$ cat config.mk
export PLATFORM = sky130hd
export DESIGN_NAME = alu_multibyte_seq
export DESIGN_NICKNAME = d
export VERILOG_FILES = /design/src/rtl/alu_multibyte_seq.sv
export SDC_FILE = /design/constraint.sdc
export NUM_CORES = 1
export LEC_CHECK = 0
export CORE_MARGIN = 1.5
export CORE_UTILIZATION = 55
export DETAILED_ROUTE_END_ITERATION = 7
export GPL_TIMING_DRIVEN = 1
export PLACE_DENSITY = 0.87
export SETUP_SLACK_MARGIN = 0.4
export SLEW_MARGIN = 15
export SYNTH_ARGS = -nofsm -noshare
export SYNTH_HDL_FRONTEND = slang
export SYNTH_SLANG_ARGS = --single-unit
$ cat constraint.sdc
create_clock -name Clk -period 4 [get_ports Clk]
set_input_delay 0.8 -clock Clk [delete_from_list [all_inputs] [get_ports Clk]]
set_output_delay 0.8 -clock Clk [all_outputs]
set_load 0.005 [all_outputs]
$ cat src/rtl/alu_multibyte_seq.sv
// Byte-serial sequencer that drives a shared W-bit combinational ALU for multi-byte ops.
// Optional: define SEQ_ABORT_EN to add the Abort input that cancels a running op.
package alu_multibyte_seq_pkg;

  typedef enum logic [3:0] {
    CLR = 4'd0,
    ADD = 4'd1,
    SUB = 4'd2,
    AND = 4'd3,
    OR  = 4'd4,
    XOR = 4'd5,
    LSH = 4'd6,
    RSH = 4'd7
  } op_mne;

  typedef enum logic [2:0] {
    MADD = 3'd0,
    MSUB = 3'd1,
    MLSH = 3'd2,
    MRSH = 3'd3,
    MXOR = 3'd4,
    MAND = 3'd5,
    MOR  = 3'd6,
    MRSV = 3'd7
  } cmd_e;

endpackage

module alu_multibyte_seq
  import alu_multibyte_seq_pkg::*;
#(
  parameter int unsigned W      = 8,
  parameter int unsigned NBYTES = 4,
  localparam int unsigned LW    = $clog2(NBYTES + 1),
  localparam int unsigned DW    = NBYTES * W
) (
  input  logic          Clk,
  input  logic          Reset_n,
  input  logic          Start,
`ifdef SEQ_ABORT_EN
  input  logic          Abort,
`endif
  input  logic [2:0]    Cmd,
  input  logic [LW-1:0] Len,
  input  logic [DW-1:0] OpA,
  input  logic [DW-1:0] OpB,
  output logic          Ready,
  output logic          Done,
  output logic          Err,
  output logic [DW-1:0] Result,
  output logic          CarryOut,
  output logic          ZeroOut,
  output logic [W-1:0]  AluA,
  output logic [W-1:0]  AluB,
  output op_mne         AluOP,
  output logic          AluSCin,
  input  logic [W-1:0]  AluOut,
  input  logic          AluSCout
);

  localparam int unsigned IW = (NBYTES > 1) ? $clog2(NBYTES) : 1;

  typedef enum logic [1:0] {
    IDLE = 2'd0,
    RUN  = 2'd1,
    DONE = 2'd2
  } state_e;

  state_e state, state_d;
  cmd_e   cmd_q, cmd_d;

  logic [NBYTES-1:0][W-1:0] a_q, a_d;
  logic [NBYTES-1:0][W-1:0] b_q, b_d;
  logic [NBYTES-1:0][W-1:0] res_q, res_d;

  logic [IW-1:0] idx_q, idx_d;
  logic [LW-1:0] rem_q, rem_d;
  logic          carry_q, carry_d;
  logic          zacc_q, zacc_d;

  logic          done_d, err_d, cout_d, zout_d;
  logic [W-1:0]  alu_a_d, alu_b_d;
  op_mne         alu_op_d;
  logic          alu_scin_d;

  logic legal, last, is_logic, aborting;

`ifdef SEQ_ABORT_EN
  assign aborting = Abort;
`else
  assign aborting = 1'b0;
`endif

  assign legal    = (Cmd != MRSV) && (Len != '0) && (Len <= LW'(NBYTES));
  assign last     = (rem_q == LW'(1));
  assign is_logic = (cmd_q == MXOR) || (cmd_q == MAND) || (cmd_q == MOR);
  assign Result   = res_q;

  // Next-state, datapath update and the ALU drive for the coming cycle
  always_comb begin
    state_d    = state;
    cmd_d      = cmd_q;
    a_d        = a_q;
    b_d        = b_q;
    res_d      = res_q;
    idx_d      = idx_q;
    rem_d      = rem_q;
    carry_d    = carry_q;
    zacc_d     = zacc_q;
    done_d     = 1'b0;
    err_d      = 1'b0;
    cout_d     = CarryOut;
    zout_d     = ZeroOut;
    alu_a_d    = '0;
    alu_b_d    = '0;
    alu_op_d   = CLR;
    alu_scin_d = 1'b0;

    case (state)
      IDLE: begin
        if (Start) begin
          if (legal) begin
            state_d = RUN;
            cmd_d   = cmd_e'(Cmd);
            a_d     = OpA;
            b_d     = OpB;
            res_d   = '0;
            rem_d   = Len;
            idx_d   = (Cmd == MRSH) ? IW'(Len - LW'(1)) : '0;
            carry_d = (Cmd == MSUB);
            zacc_d  = 1'b1;
          end else begin
            state_d = DONE;
            done_d  = 1'b1;
            err_d   = 1'b1;
          end
        end
      end
      RUN: begin
        if (aborting) begin
          state_d = IDLE;
          res_d   = '0;
        end else begin
          res_d[idx_q] = AluOut;
          carry_d      = AluSCout;
          zacc_d       = zacc_q & (AluOut == '0);
          rem_d        = rem_q - LW'(1);
          idx_d        = (cmd_q == MRSH) ? idx_q - IW'(1) : idx_q + IW'(1);
          if (last) begin
            state_d = DONE;
            done_d  = 1'b1;
            cout_d  = is_logic ? 1'b0 : AluSCout;
            zout_d  = zacc_d;
          end
        end
      end
      DONE:    state_d = IDLE;
      default: state_d = IDLE;
    endcase

    // Operands for the byte the ALU will see next cycle; carry seeds the chain
    if (state_d == RUN) begin
      alu_a_d = a_d[idx_d];
      case (cmd_d)
        MADD: begin
          alu_op_d   = ADD;
          alu_b_d    = b_d[idx_d];
          alu_scin_d = carry_d;
        end
        MSUB: begin
          alu_op_d   = ADD;
          alu_b_d    = ~b_d[idx_d];
          alu_scin_d = carry_d;
        end
        MLSH: begin
          alu_op_d   = LSH;
          alu_scin_d = carry_d;
        end
        MRSH: begin
          alu_op_d   = RSH;
          alu_scin_d = carry_d;
        end
        MXOR: begin
          alu_op_d = XOR;
          alu_b_d  = b_d[idx_d];
        end
        MAND: begin
          alu_op_d = AND;
          alu_b_d  = b_d[idx_d];
        end
        MOR: begin
          alu_op_d = OR;
          alu_b_d  = b_d[idx_d];
        end
        default: begin
          alu_op_d = CLR;
          alu_a_d  = '0;
        end
      endcase
    end
  end

  // State and output registers
  always_ff @(posedge Clk) begin
    if (!Reset_n) begin
      state    <= IDLE;
      cmd_q    <= MADD;
      a_q      <= '0;
      b_q      <= '0;
      res_q    <= '0;
      idx_q    <= '0;
      rem_q    <= '0;
      carry_q  <= 1'b0;
      zacc_q   <= 1'b0;
      Ready    <= 1'b1;
      Done     <= 1'b0;
      Err      <= 1'b0;
      CarryOut <= 1'b0;
      ZeroOut  <= 1'b0;
      AluA     <= '0;
      AluB     <= '0;
      AluOP    <= CLR;
      AluSCin  <= 1'b0;
    end else begin
      state    <= state_d;
      cmd_q    <= cmd_d;
      a_q      <= a_d;
      b_q      <= b_d;
      res_q    <= res_d;
      idx_q    <= idx_d;
      rem_q    <= rem_d;
      carry_q  <= carry_d;
      zacc_q   <= zacc_d;
      Ready    <= (state_d == IDLE);
      Done     <= done_d;
      Err      <= err_d;
      CarryOut <= cout_d;
      ZeroOut  <= zout_d;
      AluA     <= alu_a_d;
      AluB     <= alu_b_d;
      AluOP    <= alu_op_d;
      AluSCin  <= alu_scin_d;
    end
  end

endmodule

After elaboration in Yosys (flattened, before gate mapping)
Index checks and enable logic that the tools add are counted.
{ "word_totals": {"elab_cells": 120, "out_inout_bits": 58, "ff_bits": 134, "inputBits": 82} }
{ "classes": {"add_sub_neg": 4, "n_reduce_logical": 21, "magnitude_cmp": 4, "eq_ne": 18, "n_bitwise": 2, "mux": 44} }
{ "ops": {"columns": ["operator", "count"], "rows": [
  ["32-bit two-way mux", 8],
  ["32-bit one-hot mux with 2 select lines", 1],
  ["8-bit binary-select mux with 2-bit select", 2],
  ["32-bit bitwise mux", 1],
  ["8-bit two-way mux", 3],
  ["3-bit equality test, second input constant", 6],
  ["3-bit one-hot mux with 6 select lines", 1],
  ["8-bit demux with 2-bit select", 1],
  ["8-bit one-hot mux with 2 select lines", 1],
  ["3-bit two-way mux", 5],
  ["2-bit two-way mux", 7],
  ["3-bit by 2-bit equality test with 1-bit output, second input constant", 4],
  ["3-bit by 1-bit equality test with 1-bit output, second input constant", 3],
  ["3-bit AND reduction", 3],
  ["8-bit logical NOT", 1],
  ["1-bit two-way mux", 8],
  ["8-bit NOT", 1],
  ["2-bit one-hot mux with 2 select lines", 2],
  ["4-bit OR reduction", 2],
  ["7-bit OR reduction", 1],
  ["2-bit by 3-bit < comparator with 1-bit output, second input constant", 2],
  ["1-bit one-hot mux with 2 select lines", 3],
  ["3-bit one-hot mux with 2 select lines", 1],
  ["2-bit AND reduction", 3],
  ["other kinds (16)", 23]
]} }

Logic depth before layout (Yosys ltp)
Gate-level depths: netlist (run 1).
{ "logic_depth": {"ltp_word": 10, "mapped_depth": 11, "depth_no_buf": 9} }

Least setup slack after synthesis (run 1)
OpenSTA, ideal clock, no wires.
{ "synth_timing": {"kind": "in2reg", "from": "input port Len[0]", "to": "register AluB[7]", "path_buffers": 3, "cell_stages": 11, "path_slack_ps": 1150, "arrival_time_ps": 2775, "t_required_ps": 3926, "setup_ps": 74, "path_cell_list": "inv_1 -> ha_1 -> xnor2_2 -> nand2_1 -> a31o_2 -> buf_2 -> and2_1 -> buf_4 -> buf_6 -> o32ai_2 -> mux2i_1"} }
{ "synth_via": {"elab_chain_len": 10, "elab_cells_between_ends": 30, "classes_between": "1 x add/sub; 1 x order compare; 5 x eq/ne; 16 x mux; 1 x bitwise; 6 x reduce/logical"} }
{ "synth_lines": {"columns": ["item", "line", "source"], "rows": [
  ["from (decl)", "44", "input logic [LW-1:0] Len,"],
  ["parallel branches: the longest is 10 deep, another holds 2-bit by 1-bit subtractor with 2-bit output", null, null],
  ["to (signal assigned)", "240", "AluB <= alu_b_d;"],
  ["to (decl)", "54", "output logic [W-1:0] AluB,"]
]} }
Several ways; the timed one is not identified. The select of a mux whose other input is x is not followed.
A chain may end at the register's enable or synchronous reset.

Final worst setup path (run 1)
{ "layout_timing": {"from": "input port Len[0]", "to": "register AluB[3]"} }
The elaborated chain is that of the path after synthesis.

==> results.sh, run 1 <==
export IMPL_ff2ff_path_depth=6
export IMPL_busiest_layer="met2"
export IMPL_synth_area_per_cell_um2=8.60
export IMPL_synth_simple_area_share=0.202
export IMPL_post_place_cells=969
export IMPL_cp_buffers_inverters=3
export IMPL_clockBufferDepth=2
export IMPL_crit_fanout=41
export IMPL_std_cell_rows=38
export IMPL_clk_pin_slew_ps=50
export IMPL_hold_viol=0
export IMPL_initial_core_util=0.572
export IMPL_cts_resized=0
export IMPL_post_route_period_util=0.853
export IMPL_finish_net_count=933
export IMPL_instances_no_fill=1000
export IMPL_portBuffers=138
export IMPL_clock_latency_ps=420
export IMPL_viasPerCell=6.00
export IMPL_critPathLaunch="Len[0]"
export IMPL_hold_path_end="a_q[3]"
export IMPL_start_kind="primary input"
export IMPL_arrival_ps=3690
export IMPL_synthCells=733
export IMPL_wl_um=18200
export IMPL_cts_tree="done"
export IMPL_drv_slew=0
export IMPL_vdd_drop_max_mv=0.390
export IMPL_critPathSlowestCell="nand3_4"
export IMPL_die_area_mm2=0.0121
export IMPL_crit_required_ps=4280
export IMPL_dpl_cell_area_mm2=0.00775
export IMPL_synthArstFlopShare=0
export IMPL_numCtsBuffers=17
export IMPL_cts_sinks=133
export IMPL_synth_compound_area_frac=0.233
export IMPL_leakage_nw=3.03
export IMPL_relSlewSlack=0.455
export IMPL_dpl_hpwl_um=12500
export IMPL_area_growth_pct=32.6
export IMPL_fin_util=0.758
export IMPL_post_cts_buffers=0
export IMPL_synth_xor_area_share=0.00675
export IMPL_wl_per_cell_um=18.2
export IMPL_drive_above_1_share=0.0953
export IMPL_final_cell_mix="nand2_1, clkdlybuf4s50_1, dfxtp_1"
export IMPL_final_common_cell="nand2_1"
export IMPL_hold_depth=2
export IMPL_grt_use_met2=0.505
export IMPL_grt_max_degree=90
export IMPL_status="completed"
export IMPL_synth_area_mm2=0.00630
export IMPL_grt_overflow_total=0
export IMPL_fin_crit_ps=3410
export IMPL_cts_htree_levels=4
export IMPL_grt_pass1_wl_um=28600
export IMPL_coreArea_mm2=0.0110
export IMPL_max_freq_mhz=293
export IMPL_holdBufCountCts=0
export IMPL_fin_area_mm2=0.00836
export IMPL_setup_tns_ps=0
export IMPL_drv_cap=0
export IMPL_end_kind="flip-flop"
export IMPL_place_gp_congestion=0.891
export IMPL_grt_pass1_vias=5880
export IMPL_cp_cell_sequence="clkdlybuf4s50_1 -> inv_1 -> ha_1 -> xnor2_2 -> nand3_4 -> buf_4 -> a31oi_1 -> a21boi_0 -> o32ai_1 -> mux2i_1"
export IMPL_muxShareOfSynthArea=0.0837
export IMPL_yosys_warnings=0
export IMPL_diodes=0
export IMPL_root_buffer="clkbuf_16"
export IMPL_max_stage_delay_ps=510
export IMPL_first_iter_violations=471
export IMPL_min_from="a_q[3]"
export IMPL_r2r_end="AluB[6]"
export IMPL_rrSetupSlack_ps=1250
export IMPL_reg2reg_from="state[0]"
export IMPL_worstMarginPinSlew_ps=812
export IMPL_ant_nets=0
export IMPL_yosysUniqueCellTypes=58
export IMPL_powerDensity_mw_per_mm2=452
export IMPL_hold_path_class="reg -> reg"
export IMPL_grt_use_met1=0.382
export IMPL_antenna_found_initial=0
export IMPL_synth_edff_count=0
export IMPL_synth_yosys_seq_area_share=0.422
export IMPL_num_vias=5997
export IMPL_grt_use_total=0.309
export IMPL_rsz0062_at_grt="no"
export IMPL_synth_fa_ha_area_frac=0.00595
export IMPL_ys_seq_elements=133
export IMPL_critical_path_class="in -> reg"
export IMPL_use_met3=0.0782
export IMPL_die_y_um=110
export IMPL_ios=140
export IMPL_synth_top_family_by_area="compound AO/OA/AOI/OAI gates"
export IMPL_die_w_um=110
export IMPL_synth_nets=818
export IMPL_finalClockSkew_ps=13.2
export IMPL_setup_viol=0
export IMPL_route_detailed_drc=0
export IMPL_critPathTopFamily="buffers and inverters"
export IMPL_synthFlopType="dfxtp_1"
export IMPL_first_pass_iters=5
worst register-to-register path, stage by stage (launching register included):
cell and delay [ps]:
dfxtp_1 690, nand2b_1 410, xnor2_1 280, nand2_1 510
o22ai_1 170, o32ai_1 370, mux2i_1 250
cell families after synthesis:
| logic type | Yosys count |
|---|---|
| other cells | 1 |
| flops | 133 |
| compound gates | 201 |
| buf+inv | 66 |
| xor+xnor | 4 |
| mux | 50 |
| simple gates | 275 |
| fa+ha+maj | 3 |
synth_stat cells, types with 2 or more instances:
library cell / n / area (um2)
nand2_1: 165 / 619
mux2i_1: 28 / 280
nand4_1: 2 / 12.5
nand2b_1: 3 / 18.8
xnor2_1: 2 / 17.5
nor2b_1: 16 / 100
a22oi_1: 9 / 67.6
o21ai_1: 2 / 10.0
clkbuf_1: 30 / 113
nor3_1: 5 / 25.0
a211oi_1: 8 / 60.1
inv_1: 8 / 30.0
o21ai_0: 9 / 45.0
and2_1: 6 / 37.5
a21oi_1: 9 / 45.0
o22ai_1: 16 / 100
nor2_1: 17 / 63.8
buf_6: 2 / 22.5
o2111ai_1: 8 / 70.1
buf_1: 10 / 37.5
buf_4: 3 / 22.5
nand3b_1: 10 / 75.1
o221a_2: 2 / 22.5
buf_2: 10 / 50.1
o32ai_1: 7 / 61.3
ha_1: 3 / 37.5
clkbuf_2: 2 / 10.0
dfxtp_1: 133 / 2660
nand3_1: 34 / 170
a31oi_1: 17 / 106
a21boi_0: 104 / 781
mux2_2: 22 / 248
and3_1: 5 / 31.3
and4b_1: 2 / 20.0
metal layers:
metal | vias up | wire (um) | part of all wire
met1 | 2831 | 7380 | 0.40
li1 | 2824 | - | -
met5 | - | 0 | 0
met2 | 286 | 8940 | 0.49
met4 | 0 | 517 | 0.028
met3 | 56 | 1390 | 0.076
state kept, by name (all words and copies together), names as in the netlist, 2 cells and up:
name and cells:
Result 32, a_q 32, b_q 32, AluA 8, AluB 8, AluOP 3, cmd_q 3, rem_q 3
idx_q 2, state 2
worst max-delay path by stage:
stage / to / depth (start not counted) / slack, ps
after floorplan: AluB[7] / 11 / 1150
after global placement: AluB[7] / 8 / 480
after detailed placement: AluB[4] / 8 / 200
after CTS: AluB[4] / 8 / 620
after global routing: AluB[3] / 10 / 430
final: AluB[3] / 10 / 590
power breakdown:
group / leakage [nW] / internal, mW / total [mW] / switching [mW]
clock: 0.291 / 1.04 / 1.58 / 0.545
combinational: 1.66 / 0.349 / 0.746 / 0.397
sequential: 1.08 / 1.40 / 1.45 / 0.0524
total: 3.03 / 2.79 / 3.78 / 0.994
final cells by class:
type / instances / area (um2)
flip-flops and latches: 133 / 2660
clock buffers: 23 / 488
inverters: 9 / 33.8
well taps: 140 / 175
fillers: 736 / 2670
clock inverters: 8 / 123
repair buffers: 153 / 1500
multi-input cells: 534 / 3380
stage by stage:
stage	hold slack [ps]	worst slack, ps	total power [mW]
3_3_place_gp	449	478	2.17
5_1_grt	495	429	3.92
4_1_cts	467	616	3.78
2_1_floorplan	438	1150	1.93
6_report	467	587	3.78
3_5_place_dp	458	201	2.20
Power figures use the tool's default switching activity.
==> run 2: changes to the inputs <==
Settings changed: GPL_ROUTABILITY_DRIVEN from default to 0.
==> run 2 against run 1 <==
Compared with the run above: cell area fell by 0.48%; sequential share of layout area rose by 0.15 points; clock power fell by 5%; combinational power rose by 0.5%; setup slack improved by 42 ps; worst hold slack got worse by 4.2 ps; routed wire length rose by 2.2%; via count rose by 1.8%; clock skew fell by 8.2 ps; critical endpoint is now AluB[1]; largest power group unchanged.
==> results.sh, run 2 (synthesized netlist as in run 1, its figures left out) <==
export IMPL_critical_path_class="in -> reg"
export IMPL_clk_pin_slew_ps=60
export IMPL_hold_slack_ps=463
export IMPL_critPathSlowestCell="clkdlybuf4s50_1"
export IMPL_clock_latency_ps=420
export IMPL_p_seq_frac=0.392
export IMPL_fill_cells=746
export IMPL_post_cts_buffers=0
export IMPL_cts_resized=0
export IMPL_status="completed"
export IMPL_num_vias=6103
export IMPL_wl_um=18600
export IMPL_vdd_drop_max_mv=0.538
export IMPL_max_freq_mhz=297
export IMPL_drive_above_1_share=0.0906
export IMPL_root_buffer="clkbuf_16"
export IMPL_powerDensity_mw_per_mm2=446
export IMPL_std_cell_rows=38
export IMPL_drv_cap=0
export IMPL_ios=140
export IMPL_instances_no_fill=1001
export IMPL_internal_power_mw=2.71
export IMPL_clockBufferDepth=2
export IMPL_coreArea_mm2=0.0110
export IMPL_grt_overflow_total=0
export IMPL_post_place_cells=970
export IMPL_area_growth_pct=32.0
export IMPL_grt_pass1_vias=6005
export IMPL_rsz0062_at_grt="no"
export IMPL_hold_viol=0
export IMPL_die_area_mm2=0.0121
export IMPL_worstMarginPinSlew_ps=823
export IMPL_p_switching_uw=996
export IMPL_route_detailed_drc=0
export IMPL_clockPowerShare=0.406
export IMPL_first_iter_violations=541
export IMPL_leakage_nw=3.02
export IMPL_fin_util=0.754
export IMPL_drv_slew=0
export IMPL_start_kind="primary input"
export IMPL_die_y_um=110
export IMPL_initial_core_util=0.572
export IMPL_grt_use_total=0.311
export IMPL_final_common_cell="nand2_1"
export IMPL_multi_input_area_mm2=0.00338
export IMPL_relSlewSlack=0.448
export IMPL_cp_buffers_inverters=3
export IMPL_numCtsBuffers=17
export IMPL_p_sw_frac=0.269
export IMPL_regArea_mm2=0.00266
export IMPL_viasPerCell=6.10
export IMPL_hold_path_class="reg -> reg"
export IMPL_die_w_um=110
export IMPL_cts_htree_levels=4
export IMPL_end_kind="flip-flop"
export IMPL_dpl_hpwl_um=12700
export IMPL_setup_viol=0
export IMPL_cts_tree="done"
export IMPL_wl_per_cell_um=18.6
export IMPL_fin_crit_ps=3370
export IMPL_first_pass_iters=5
export IMPL_arrival_ps=3710
export IMPL_power_mw=3.71
export IMPL_grt_max_degree=93
export IMPL_finalClockSkew_ps=5.00
export IMPL_grt_pass1_wl_um=28800
export IMPL_final_cell_mix="nand2_1, clkdlybuf4s50_1, dfxtp_1"
export IMPL_critPathTopFamily="compound AO/OA/AOI/OAI gates"
export IMPL_cts_sinks=133
export IMPL_portBuffers=138
export IMPL_ant_nets=0
export IMPL_combinationalPowerShare=0.202
export IMPL_holdBufCountCts=0
export IMPL_crit_required_ps=4340
export IMPL_antenna_found_initial=0
export IMPL_crit_fanout=19
export IMPL_setup_tns_ps=0
export IMPL_cp_cell_sequence="clkdlybuf4s50_1 -> inv_1 -> ha_1 -> xnor2_2 -> nand2_1 -> a31o_2 -> and2_1 -> buf_4 -> o32ai_1 -> mux2i_1"
export IMPL_finish_net_count=934
export IMPL_max_stage_delay_ps=500
export IMPL_diodes=0
export IMPL_post_route_period_util=0.843
-- run 2: changes by cell type in the layout (fill, tap and decap cells not counted) --
cell        before  now
buf_4           14   15
bufinv_16        3    2
clkbuf_1         2    7
clkbuf_8         4    3
clkinvlp_4       3    0
-- run 2: worst register-to-register path, delay by kind of cell (launching register included) --
kind / cells / cell delay [ps]
compound gates: 2 / 550
flops: 1 / 700
mux: 1 / 130
xor+xnor: 1 / 410
simple gates: 2 / 830
-- run 2: per-stage QoR --
step	cell area (um2)	setup slack, ps
final	8320	629
after global placement	7750	488
after detailed placement	7750	227
after floorplan	6300	1150
after global routing	8320	467
after CTS	8320	688
-- run 2: layout make-up --
| type | count | share of cell area |
|---|---|---|
| Timing Repair Buffer | 154 | 0.181 |
| Multi-Input combinational cell | 534 | 0.406 |
| Tap cell | 140 | 0.0210 |
| Sequential cell | 133 | 0.320 |
| Inverter | 9 | 0.00406 |
| Clock buffer | 27 | 0.0592 |
| Clock inverter | 4 | 0.00842 |
-- run 2: layer usage --
metal,global-route usage,part of all wire,up-vias
li1,-,-,2822
met1,0.382,0.40,2940
met2,0.513,0.50,297
met3,0.0717,0.074,44
met4,0.154,0.026,0
met5,0,0,-
-- run 2: path summary, 6_finish.rpt --
kind                               start       to  slack, ps  depth (start not counted)
worst max-delay path              Len[0]  AluB[1]        630                         10
worst min-delay path             a_q[17]  a_q[17]        460                          2
worst max register to register  state[0]  AluB[7]       1260                          6
worst min register to register   a_q[17]  a_q[17]        460                          2
-- run 2: power groups by stage --
stage | logic [mW] | registers [mW] | clock network (mW)
2_1_floorplan | 0.468 | 1.46 | 0
3_3_place_gp | 0.702 | 1.47 | 0
3_5_place_dp | 0.726 | 1.48 | 0
4_1_cts | 0.735 | 1.45 | 1.51
5_1_grt | 0.803 | 1.46 | 1.57
6_report | 0.750 | 1.45 | 1.50
==> run 3: changes to the inputs <==
Settings changed: CORE_UTILIZATION 55 to 46, PLACE_DENSITY 0.87 to 0.78.
Clock period 4 ns to 2.74 ns, I/O delays scaled along.
==> run 3 against run 2 <==
Compared with the run above: critical path depth fell by 1; non-clock buffer count rose by 47; first-iteration DRC count rose by 4.6%; die area rose by 19%; sequential share of layout area fell by 2.6 points; count of clock-buffer cells in the layout fell by 1; sequential power rose by 46%; via count rose by 0.90%; cell area rose by 9.0%; final cell count rose by 8.4%; setup slack got worse by 210 ps; critical path type unchanged; critical endpoint is now AluA[1].
==> results.sh, run 3 (synthesized netlist as in run 1, its figures left out) <==
export IMPL_root_buffer="clkbuf_16"
export IMPL_ant_nets=0
export IMPL_die_w_um=120
export IMPL_grt_pass1_vias=6073
export IMPL_cts_htree_levels=4
export IMPL_vdd_drop_max_mv=0.534
export IMPL_finish_net_count=981
export IMPL_diodes=0
export IMPL_critical_path_class="in -> reg"
export IMPL_numCtsBuffers=17
export IMPL_grt_max_degree=110
export IMPL_cts_sinks=133
export IMPL_post_place_cells=1044
export IMPL_dp_slack_ps=-188
export IMPL_coreArea_mm2=0.0133
export IMPL_first_iter_violations=566
export IMPL_antenna_found_initial=0
export IMPL_route_detailed_drc=0
export IMPL_initial_core_util=0.474
export IMPL_clock_latency_ps=420
export IMPL_instances_no_fill=1085
export IMPL_rsz0062_at_grt="no"
export IMPL_finalClockSkew_ps=9.18
export IMPL_clk_pin_slew_ps=60
export IMPL_wl_per_cell_um=17.8
export IMPL_cp_buffers_inverters=3
export IMPL_multi_input_area_mm2=0.00349
export IMPL_arrival_ps=2620
export IMPL_area_growth_pct=43.9
export IMPL_first_pass_iters=4
export IMPL_drive_above_1_share=0.161
export IMPL_post_route_period_util=0.846
export IMPL_drv_slew=0
export IMPL_grt_pass1_wl_um=30200
export IMPL_cts_tree="done"
export IMPL_std_cell_rows=42
export IMPL_critPathTopFamily="buffers and inverters"
export IMPL_clockBufferDepth=2
export IMPL_fin_crit_ps=2320
export IMPL_final_common_cell="nand2_1"
export IMPL_end_kind="flip-flop"
export IMPL_regArea_mm2=0.00267
export IMPL_setup_ws_ps=422
export IMPL_max_freq_mhz=431
export IMPL_crit_required_ps=3040
export IMPL_dpl_hpwl_um=13100
export IMPL_viasPerCell=5.68
export IMPL_wl_um=19300
export IMPL_final_cell_mix="nand2_1, clkdlybuf4s50_1, dfxtp_1"
export IMPL_crit_fanout=8
export IMPL_powerDensity_mw_per_mm2=633
export IMPL_holdBufCountCts=0
export IMPL_hold_path_class="reg -> reg"
export IMPL_drv_cap=0
export IMPL_grt_overflow_total=0
export IMPL_die_y_um=120
export IMPL_hold_viol=0
export IMPL_die_area_mm2=0.0144
export IMPL_critPathSlowestCell="clkdlybuf4s50_1"
export IMPL_cp_cell_sequence="clkdlybuf4s50_1 -> and4bb_2 -> nand3_1 -> a21boi_4 -> buf_12 -> buf_16 -> mux2_2 -> o22ai_1 -> a211oi_2"
export IMPL_max_stage_delay_ps=580
export IMPL_worstMarginPinSlew_ps=539
export IMPL_grt_use_total=0.266
export IMPL_start_kind="primary input"
export IMPL_status="completed"
export IMPL_portBuffers=138
export IMPL_relSlewSlack=0.639
export IMPL_leakage_nw=3.37
export IMPL_num_vias=6158
export IMPL_setup_viol=0
export IMPL_fill_cells=1000
export IMPL_ios=140
-- run 3: path summary, 6_finish.rpt --
kind                               start      end  slack [ps]  depth (start not counted)
worst min-delay path             a_q[11]  a_q[11]         460                          2
worst max-delay path              Cmd[2]  AluA[1]         420                          9
worst max register to register  cmd_q[0]  AluA[7]         490                          8
worst min register to register   a_q[11]  a_q[11]         460                          2
-- run 3: worst min-delay path, stage by stage, from the launching register on --
cell	delay [ps]
dfxtp_1	300
nand2_1	50
a21boi_0	60
-- run 3: area by class of cell --
class,instances,area share
tap,176,0.0243
sequential,133,0.294
multi-input combinational,534,0.384
inverter,9,0.00372
clock inverter,6,0.0101
clock buffer,26,0.0561
timing repair buffer,201,0.227
-- run 3: metrics by stage --
stage	area, um2	TNS [ps]	hold WS [ps]	utilization	power, mW
finish	9070	0	464	0.682	5.74
CTS	8990	0	467	0.676	5.73
detailed placement	8270	-2270	455	0.622	3.36
global placement	8270	-1260	445	0.622	3.33
floorplan	6350	0	438	-	2.82
global route	9070	0	488	0.682	5.96
-- run 3: where the power goes --
| group | internal, mW | switching (mW) | leakage [nW] | total, mW |
|---|---|---|---|---|
| sequential | 2.04 | 0.0767 | 1.08 | 2.12 |
| clock | 1.46 | 0.818 | 0.283 | 2.28 |
| combinational | 0.697 | 0.644 | 2.01 | 1.34 |
-- run 3: timing repair --
action	4_1_cts	5_1_grt
setup buffers	2	5
resized for setup	15	12
gates cloned	2	0
pin swaps	3	4
endpoints found under the setup margin	17	17
-- run 3: per-layer routing --
| metal | part of all wire | track usage | up-vias |
|---|---|---|---|
| li1 | - | - | 2924 |
| met1 | 0.41 | 0.324 | 2904 |
| met2 | 0.49 | 0.441 | 276 |
| met3 | 0.069 | 0.0680 | 54 |
| met4 | 0.027 | 0.120 | 0 |
| met5 | 0 | 0 | - |
==> RTL change: new RTL, flow settings as in run 3 <==
Remove the register `Err`: a continuous assignment takes its place, so the output `Err` follows one clock earlier.
--- a/src/rtl/alu_multibyte_seq.sv
+++ b/src/rtl/alu_multibyte_seq.sv
@@ -214,7 +214,6 @@
       zacc_q   <= 1'b0;
       Ready    <= 1'b1;
       Done     <= 1'b0;
-      Err      <= 1'b0;
       CarryOut <= 1'b0;
       ZeroOut  <= 1'b0;
       AluA     <= '0;
@@ -233,7 +232,6 @@
       zacc_q   <= zacc_d;
       Ready    <= (state_d == IDLE);
       Done     <= done_d;
-      Err      <= err_d;
       CarryOut <= cout_d;
       ZeroOut  <= zout_d;
       AluA     <= alu_a_d;
@@ -243,5 +241,7 @@
     end
   end
 
+  assign Err = err_d;
+
 endmodule
 
Behaviour: not the same (Yosys sat finds a counterexample within 4 cycles, from zero or initial values and one cycle with Reset_n low).
==> RTL change against run 3 <==
Total power fell by 6.4%. Register-to-register slack gained 40 ps. Area after synthesis rose by 1.3%. Design area down 1.9%. First-iteration DRC count fell by 23%. Setup slack gained 110 ps. Routed wire length is 8.8% lower. Die area is 1.2% higher. Non-clock buffer count down 6. Sequential cell count shrank 1. Largest cell class unchanged.
==> RTL change: results (changes against run 3) <==
largest net degree at the start of global routing: 111 (was 110)
PortBufs: 138 (unchanged)
clock skew: 7.74 ps (was 9.18 ps)
mux cell area share after synthesis: 0.0978 (was 0.0837)
number of H-tree levels: 4 (unchanged)
Adder-Cell Fraction of Synth Area: 0.00588 (was 0.00595)
dpl cells: 1035 (was 1044)
DRC: 0 (unchanged)
Cells after Synth: 723 (was 733)
Root Buffer: clkbuf_16 (unchanged)
status: complete, no violations (unchanged)
Synth area leaders: dfxtp_1 41%, a21boi_0 9.5%, nand2_1 9.3% (was dfxtp_1 42%, a21boi_0 12%, nand2_1 9.8%)
clk_lat worst skew: 410 ps
dpl ws: -306 ps (was -188 ps)
Leak: 3.37 nW (about the same)
Worst R2R Start: state[0] (was cmd_q[0])
Met1 Wirelength: 7360 um (was 7900 um)
number of global-route vias before repair: 5867 (was 6073)
initial antenna violation count: 1 (was 0)
DRT iter0 DRCs: 434 (was 566)
highest routed metal layer: met4 (unchanged)
total nets after synthesis: 808 (was 818)
Hold Path Depth: 2 (unchanged)
fin cells: 1072 (was 1085)
Seq/Total Area, Yosys: 0.414 (was 0.422)
Tightest Hold Check Type: reg -> reg (unchanged)
# fillers: 1065 (was 1000)
Post-synth EDFFs: 0 (unchanged)
first-pass GRT wire length: 28500 um (was 30200 um)
synthesized-area fraction occupied by xor and xnor cells: 0.00706 (was 0.00675)
Compound-Gate Fraction of Synth Area: 0.209 (was 0.233)
Async SR Flop Fraction: 0 (unchanged)
Num CTS Buffers: 17 (unchanged)
dpl hpwl: 12400 um (was 13100 um)
Total GRT Usage: 0.247 (was 0.266)
Worst R2R Path Depth: 10 (was 8)
layout cells sized above 1: 0.150 (was 0.161)
iteration count of the initial detailed-routing pass: 7 (was 4)
routed length on met3: 1150 um (was 1330 um)
Post-Route WL: 17600 um (was 19300 um)
crit-path max FO: 9 (was 8)
worst hold path startpoint: a_q[29] (was a_q[11])
met2 WL: 8630 um (was 9530 um)
clk buf depth: 2 (unchanged)
Rel. slew slack: 0.390 (was 0.639)
WHS Endpoint: a_q[29] (was a_q[11])
NumNets Final: 967 (was 981)
Vias/cell: 5.49 (was 5.68)
Commonest cells post-synth: 159 x nand2_1, 132 x dfxtp_1, 81 x a21boi_0 (was 165 x nand2_1, 133 x dfxtp_1, 104 x a21boi_0)
Yosys cell types: 58 (unchanged)
worst path arrival time: 2460 ps (was 2620 ps)
reg-to-reg slack, setup: 530 ps (was 490 ps)
R2R Path End: AluA[0] (was AluA[7])
peak supply drop: 0.406 mV (was 0.534 mV)
Post-Place Cell Area: 0.00820 mm^2 (was 0.00827 mm^2)
[RTL change: changes by cell type in the layout (fill, tap and decap cells not counted), moves of 9 or more]
cell and delta:
a21boi_0 -23, a21oi_1 +10, a31oi_1 -16, mux2_2 -15, mux2i_1 +16, nor2b_1 +16, o211ai_1 +9
[RTL change: kinds of logic (layout without fill, tap and decap cells)]
group | Yosys count | in the layout
multiplexers | 58 | 58
other | 1 | 2
buffers and inverters | 61 | 233
adder cells (fa/ha/maj) | 3 | 3
AO/OA/AOI/OAI | 177 | 177
flip-flops | 132 | 132
AND/OR/NAND/NOR | 288 | 288
XOR/XNOR | 3 | 3
[RTL change: what timing repair did]
action,CTS,global route
gates cloned,1,0
endpoints found under the setup margin,40,16
setup buffers,3,0
resized for setup,23,5
pin swaps,3,3
hold buffers,0,0
[RTL change: worst max path at each step]
stage | startpoint | endpoint | slack, ps | cells past startpoint
after floorplan | Len[0] | AluA[4] | 440 | 10
after global placement | Len[0] | AluB[1] | -250 | 11
after detailed placement | Len[0] | AluB[1] | -310 | 9
after CTS | Len[0] | AluA[6] | 430 | 12
after global routing | idx_q[0] | AluB[0] | 400 | 7
final | state[0] | AluA[0] | 530 | 10
[RTL change: power by group]
part | leakage (nW) | total [mW] | internal [mW] | switching, mW
combinational | 2.00 | 1.06 | 0.563 | 0.502
sequential | 1.07 | 2.09 | 2.02 | 0.0664
clock | 0.291 | 2.22 | 1.41 | 0.808
[RTL change: final cells by class]
| class | instances | area, um^2 | share of cell area |
|---|---|---|---|
| sequential | 132 | 2640 | 0.297 |
| tap | 176 | 220 | 0.0248 |
| multi-input combinational | 530 | 3520 | 0.396 |
| clock buffer | 25 | 526 | 0.0591 |
| clock inverter | 7 | 68.8 | 0.00774 |
| antenna | 1 | 2.50 | 0.000281 |
| inverter | 6 | 22.5 | 0.00253 |
| timing repair buffer | 195 | 1890 | 0.213 |
[RTL change: per-layer routing]
metal,global-route usage,vias to the layer above
li1,-,2850
met1,0.298,2761
met2,0.417,239
met3,0.0547,35
met4,0.115,0
met5,0,-
[RTL change: through the flow]
stage	hold WS (ps)	util
floorplan	439	-
global placement	454	0.612
detailed placement	460	0.612
CTS	468	0.663
global route	486	0.664
finish	465	0.664
[RTL change: worst max-delay path, cell delays in order, from the launching register on]
cell      delay [ps]
dfxtp_1          540
nor3b_4           90
buf_6            150
buf_4            140
nand3_4           80
nor3b_4          220
buf_4            150
buf_12           120
mux2_4           290
o211ai_1         190
a21oi_1           70
